<file path="config.mk">
export PLATFORM = sky130hd
export DESIGN_NAME = add32_pipe
export DESIGN_NICKNAME = d
export VERILOG_FILES = /design/src/rtl/add32_pipe.sv
export SDC_FILE = /design/constraint.sdc
export NUM_CORES = 1
export LEC_CHECK = 0
export BUFFER_PORTS_ARGS = -buffer_cell sky130_fd_sc_hd__buf_2
export CAP_MARGIN = 20
export CORE_ASPECT_RATIO = 0.9
export CORE_MARGIN = 5
export CORE_UTILIZATION = 44
export CTS_CLUSTER_DIAMETER = 40
export DETAILED_ROUTE_END_ITERATION = 8
export GPL_TIMING_DRIVEN = 0
export PLACE_DENSITY = 0.69
export SLEW_MARGIN = 20
export SYNTH_ARGS = -nofsm -noshare
export SYNTH_HDL_FRONTEND = slang
export SYNTH_SLANG_ARGS = --single-unit
</file>
<file path="constraint.sdc">
create_clock -name clk -period 2.3 [get_ports clk]
set_clock_uncertainty 0.15 [all_clocks]
set_input_delay 0.46 -clock clk [delete_from_list [all_inputs] [get_ports clk]]
set_output_delay 0.46 -clock clk [all_outputs]
set_load 0.02 [all_outputs]
</file>
<file path="src/rtl/add32_pipe.sv">
// Two-stage pipelined adder (a + b + cin) with valid/ready on both sides.
// Define ADD32_PIPE_OVF_EN to add the registered signed-overflow output out_ovf.
module add32_pipe #(
  parameter int WIDTH = 32,
  parameter int SPLIT = 16
) (
  input  logic             clk,
  input  logic             rst_n,
  input  logic             in_valid,
  output logic             in_ready,
  input  logic [WIDTH-1:0] in_a,
  input  logic [WIDTH-1:0] in_b,
  input  logic             in_cin,
  output logic             out_valid,
  input  logic             out_ready,
  output logic [WIDTH-1:0] out_sum,
  output logic             out_cout
`ifdef ADD32_PIPE_OVF_EN
  ,
  output logic             out_ovf
`endif
);

  localparam int HW = WIDTH - SPLIT;

  logic             s1_valid;
  logic [SPLIT:0]   s1_lo;
  logic [HW-1:0]    s1_a_hi;
  logic [HW-1:0]    s1_b_hi;
  logic             s2_valid;
  logic             s2_load;
  logic             in_fire;
  logic             out_fire;
  logic [SPLIT:0]   lo_sum;
  logic [HW:0]      hi_sum;

  assign s2_load   = s1_valid && (!s2_valid || out_ready);
  assign in_ready  = !s1_valid || s2_load;
  assign in_fire   = in_valid && in_ready;
  assign out_valid = s2_valid;
  assign out_fire  = s2_valid && out_ready;

  assign lo_sum = {1'b0, in_a[SPLIT-1:0]} + {1'b0, in_b[SPLIT-1:0]}
                + {{SPLIT{1'b0}}, in_cin};
  assign hi_sum = {1'b0, s1_a_hi} + {1'b0, s1_b_hi}
                + {{HW{1'b0}}, s1_lo[SPLIT]};

  // The operand MSBs travel in s1_a_hi/s1_b_hi, which the overflow check reuses.
  always_ff @(posedge clk or negedge rst_n) begin
    if (!rst_n) begin
      s1_valid <= 1'b0;
      s1_lo    <= '0;
      s1_a_hi  <= '0;
      s1_b_hi  <= '0;
    end else if (in_fire) begin
      s1_valid <= 1'b1;
      s1_lo    <= lo_sum;
      s1_a_hi  <= in_a[WIDTH-1:SPLIT];
      s1_b_hi  <= in_b[WIDTH-1:SPLIT];
    end else if (s2_load) begin
      s1_valid <= 1'b0;
    end
  end

  always_ff @(posedge clk or negedge rst_n) begin
    if (!rst_n) begin
      s2_valid <= 1'b0;
      out_sum  <= '0;
      out_cout <= 1'b0;
    end else if (s2_load) begin
      s2_valid <= 1'b1;
      out_sum  <= {hi_sum[HW-1:0], s1_lo[SPLIT-1:0]};
      out_cout <= hi_sum[HW];
    end else if (out_fire) begin
      s2_valid <= 1'b0;
    end
  end

`ifdef ADD32_PIPE_OVF_EN
  // Signed overflow: operands share a sign but the result sign differs.
  always_ff @(posedge clk or negedge rst_n) begin
    if (!rst_n) begin
      out_ovf <= 1'b0;
    end else if (s2_load) begin
      out_ovf <= (s1_a_hi[HW-1] == s1_b_hi[HW-1]) &&
                 (hi_sum[HW-1] != s1_a_hi[HW-1]);
    end
  end
`endif

endmodule
</file>
==> out/results.txt <==
The worst setup path is captured at a register. The core area came out at 0.0103 mm². Among the stages of the critical path, the cell type that occurs most often is sky130_fd_sc_hd__fa_2.

Setup violations remaining at the end of the flow were counted as 16. Synthesis produced a netlist with a net count of 603. The tools report the initial antenna violation count as 0.

The checks that failed: negative setup slack. In this run the tool buffered the top-level ports with 103 buffer cells. The cell with the biggest individual delay on the critical path was sky130_fd_sc_hd__or4_4. Critical path launch point type: a primary input.

TritonCTS built the clock tree. Compared with the post-synthesis result, the final layout area differs by 26.9%. The layout has 889 filler cells. The height of the die works out to 107 µm. For this design, the sink count on the clock tree is 84.

The share of flip-flops with an asynchronous set or reset was 1.00. For the worst flop-to-flop path, the logic depth is 8. The top cell type's share of synthesized area is 0.454, and the final cycle utilization of the critical path is 1.14. The most used flip-flop cell after synthesis is sky130_fd_sc_hd__dfrtp_1.

The worst register-to-register path ends at out_cout$_DFFE_PN0P_. The finished cells cover 0.00588 mm². The clock tree buffer depth came out at 2. The tools report the wire length after detailed routing as 11.6 mm. The area after detailed placement is 0.00537 mm².

The signal on the critical path passes through buf_8, fa_2, fa_2, a211oi_2, o21bai_2, or4_4, a311oi_4, o311ai_2, o21a_1. The logs give 728 for the post-layout net count and 0 for the final-report hold violation count. The flow ran to the end, but the final reports show violations. Among cell families on the critical path, the largest total delay comes from compound AO/OA/AOI/OAI gates. The initial cell density of the core was 0.450.

The remaining max-slew budget at the tightest pin is 0.657, and the die footprint is 0.0127 mm². For this run, the detailed router's first-pass iteration total came to 6. The path with the worst hold slack has its endpoint at s1_b_hi[10]$_DFFE_PN0P_. For the via count of the first global-routing pass, the log shows 4020.

The clock input transition at the sequential cells of the worst setup and hold paths was 60 ps; the power density over cell area was 961 mW/mm². The initialized floorplan defines 35 standard-cell rows. Setup repair after global routing could not meet its margin everywhere. The biggest area contributor in the post-synthesis netlist is sky130_fd_sc_hd__dfrtp_1. The HPWL after detailed placement is 8.83 mm. The worst setup path is of the in2reg kind.

The detailed router finished its first iteration with 227 violations. The count of nets left with antenna violations after detail routing was 0. Hold path startpoint: in_b[26]. The number of buffers and inverters on the critical path was 1. Fraction of the yosys area taken by sequential cells: 0.454.

Last weighted congestion value of the routability-driven placer: 0.915. The global-route usage over all layers was 0.184. The first global-routing pass estimated 19.3 mm of wire.

After global routing the overflow that remains totals 0. In the post-synthesis netlist, the biggest area contributors are sky130_fd_sc_hd__dfrtp_1, sky130_fd_sc_hd__nand2_1, sky130_fd_sc_hd__ha_1. Flip-flop and latch count after synthesis: 84. The number of buffers inserted during clock tree synthesis was 9; the mean post-synth cell area was 9.27 µm².

The run gives 330 ps as the clock insertion delay at the later pin of the skew report. Summing all flip-flop and latch instances after layout gives 0.00210 mm². The logs give 0 for the max-cap check violation count and 54 for the pin count of the biggest net entering global routing. For the worst setup path, the data arrival time is 2680 ps.

The run gives -788 ps as the post-place setup slack. The maximum cell stage delay along the critical path was 450 ps. The cell count after synthesis came out at 500. The number of cells on the worst hold path came out at 3.

The startpoint identified for the worst register-to-register timing path is s1_a_hi[0]$_DFFE_PN0P_. At the pin with the least slew margin, the transition time is 514 ps. Derived from the worst setup path, the maximum achievable clock frequency is 0.382 GHz. The final route contains 4028 vias.

The die boundary width is 118 µm. The total area of multi-input combinational cells was 0.00252 mm²; the post-synthesis cell area was 0.00463 mm². The average wire length per cell after detail routing works out to 15.3 µm.

The count of unresolved DRC violations after routing was 0. 104 I/O pins were placed. The CTS root buffer is sky130_fd_sc_hd__clkbuf_16. The post-detailed-route via-to-cell ratio works out to 5.31. During synthesis, Yosys emitted a total of 0 warnings.

For flop-to-flop paths, the worst setup slack is -230 ps. The H-tree generated during clock tree synthesis spans 3 levels. The critical path data required time was 2370 ps. The leakage power total was 2.90 nW; the setup slack of the critical path after layout was -315 ps. The number of pins exceeding their max-slew limit in the final report was 0.

Yosys mapped a number of flops with a built-in enable equal to 0. The fraction of final layout cells sized beyond drive strength 1 works out to 0.276. The synthesized netlist contains 46 unique library cells. Worst-path maximum fanout: 3. The tools report the number of antenna repair diodes as 0. The worst hold path belongs to the class in2reg.

The worst-case vdd ir drop was 509 µV; the final critical delay including setup and external delays was 2610 ps.
cells by family (layout without fill, tap and decap cells):
| kind of cell | count (synthesis) | count (layout) | share of synthesized area |
|---|---|---|---|
| compound gates | 115 | 115 | 0.161 |
| buf+inv | 29 | 159 | 0.0240 |
| fa+ha+maj | 34 | 34 | 0.0983 |
| mux | 18 | 18 | 0.0437 |
| simple gates | 197 | 197 | 0.175 |
| xor+xnor | 23 | 23 | 0.0435 |
| flops | 84 | 84 | 0.454 |
stage by stage:
| stage | cells | TNS (ps) | hold slack (ps) | utilization | total power, mW |
|---|---|---|---|---|---|
| 6_report | 759 | -2310 | 163 | 0.571 | 5.65 |
| 5_1_grt | 759 | -4920 | 173 | 0.571 | 6.00 |
| 4_1_cts | 755 | -1650 | 161 | 0.565 | 5.63 |
| 3_5_place_dp | 733 | -5930 | 279 | 0.522 | 3.92 |
| 3_3_place_gp | 732 | -5400 | 295 | 0.519 | 3.84 |
| 2_1_floorplan | 500 | -1550 | 14.4 | - | 3.29 |
flip-flops by register name, indices dropped and copies added, names as in the netlist:
signal / count
s1_a_hi: 16
s1_valid: 1
out_sum: 32
out_valid: 1
s1_b_hi: 16
out_cout: 1
s1_lo: 17
routing by layer:
metal | wire length (µm) | global-route usage | up-vias
li1 | - | - | 1976
met1 | 5210 | 0.246 | 1922
met2 | 5520 | 0.303 | 112
met3 | 730 | 0.0457 | 18
met4 | 143 | 0.0467 | 0
met5 | 0 | 0 | -
cell usage in the layout (no fill, tap or decap), types with 4 or more instances in the layout:
cell type,netlist,final
sky130_fd_sc_hd__dfrtp_1,84,84
sky130_fd_sc_hd__buf_4,0,7
sky130_fd_sc_hd__a21oi_2,0,4
sky130_fd_sc_hd__inv_1,7,7
sky130_fd_sc_hd__clkbuf_1,19,20
sky130_fd_sc_hd__o21a_1,6,6
sky130_fd_sc_hd__o211ai_1,6,6
sky130_fd_sc_hd__xor2_1,11,10
sky130_fd_sc_hd__buf_2,2,103
sky130_fd_sc_hd__ha_1,30,30
sky130_fd_sc_hd__nand2_1,148,147
sky130_fd_sc_hd__clkbuf_16,0,9
sky130_fd_sc_hd__o21ai_1,11,20
sky130_fd_sc_hd__nor2_1,18,16
sky130_fd_sc_hd__a21oi_1,26,22
sky130_fd_sc_hd__nand2b_1,4,4
sky130_fd_sc_hd__a21o_1,9,9
sky130_fd_sc_hd__o21bai_1,6,4
sky130_fd_sc_hd__o21ai_0,28,17
sky130_fd_sc_hd__nand4_1,6,6
sky130_fd_sc_hd__fa_2,0,4
sky130_fd_sc_hd__xnor2_1,12,12
sky130_fd_sc_hd__mux2_2,18,18
sky130_fd_sc_hd__nand3_1,9,9
Yosys cell counts (5+ instances only):
cell                         n
sky130_fd_sc_hd__clkbuf_1   19
sky130_fd_sc_hd__a21oi_1    26
sky130_fd_sc_hd__o21ai_1    11
sky130_fd_sc_hd__xnor2_1    12
sky130_fd_sc_hd__o21a_1      6
sky130_fd_sc_hd__inv_1       7
sky130_fd_sc_hd__nor2_1     18
sky130_fd_sc_hd__ha_1       30
sky130_fd_sc_hd__mux2_2     18
sky130_fd_sc_hd__o21bai_1    6
sky130_fd_sc_hd__a21o_1      9
sky130_fd_sc_hd__xor2_1     11
sky130_fd_sc_hd__o211ai_1    6
sky130_fd_sc_hd__o21ai_0    28
sky130_fd_sc_hd__nand2_1   148
sky130_fd_sc_hd__nand3_1     9
sky130_fd_sc_hd__dfrtp_1    84
sky130_fd_sc_hd__nand4_1     6
sky130_fd_sc_hd__a211oi_1    5
report_power, final:
part | switching [mW] | internal, mW
clock network | 0.578 | 1.06
logic | 1.16 | 0.801
registers | 0.202 | 1.84
total | 1.94 | 3.71
final cells by class:
cell class / instances / area share
multi-input cells: 387 / 0.429
clock inverters: 6 / 0.0189
flip-flops and latches: 84 / 0.357
inverters: 7 / 0.00447
well taps: 129 / 0.0274
clock buffers: 10 / 0.0389
plain buffers: 22 / 0.0145
repair buffers: 114 / 0.110
how the worst max path moves through the flow:
stage,from,end,slack [ps],cells past startpoint
floorplan,in_a[0],s1_lo[12]$_DFFE_PN0P_,-460,8
global placement,in_a[0],s1_lo[16]$_DFFE_PN0P_,-760,9
detailed placement,in_a[0],s1_lo[16]$_DFFE_PN0P_,-790,9
CTS,in_cin,s1_lo[12]$_DFFE_PN0P_,-380,9
global route,in_cin,s1_lo[16]$_DFFE_PN0P_,-360,9
finish,in_cin,s1_lo[16]$_DFFE_PN0P_,-310,9
what timing repair did:
item	4_1_cts	5_1_grt
setup endpoints to repair	16	27
endpoints found under the hold margin	31	0
hold buffers	1	0
resized for setup	14	18
setup buffers	5	4
pin swaps	14	11
tightest hold or removal path, cell delays in order:
cell                      delay, ps
sky130_fd_sc_hd__buf_2           70
sky130_fd_sc_hd__nand2_1         40
sky130_fd_sc_hd__nand2_1         40
Power figures use the tool's default switching activity.
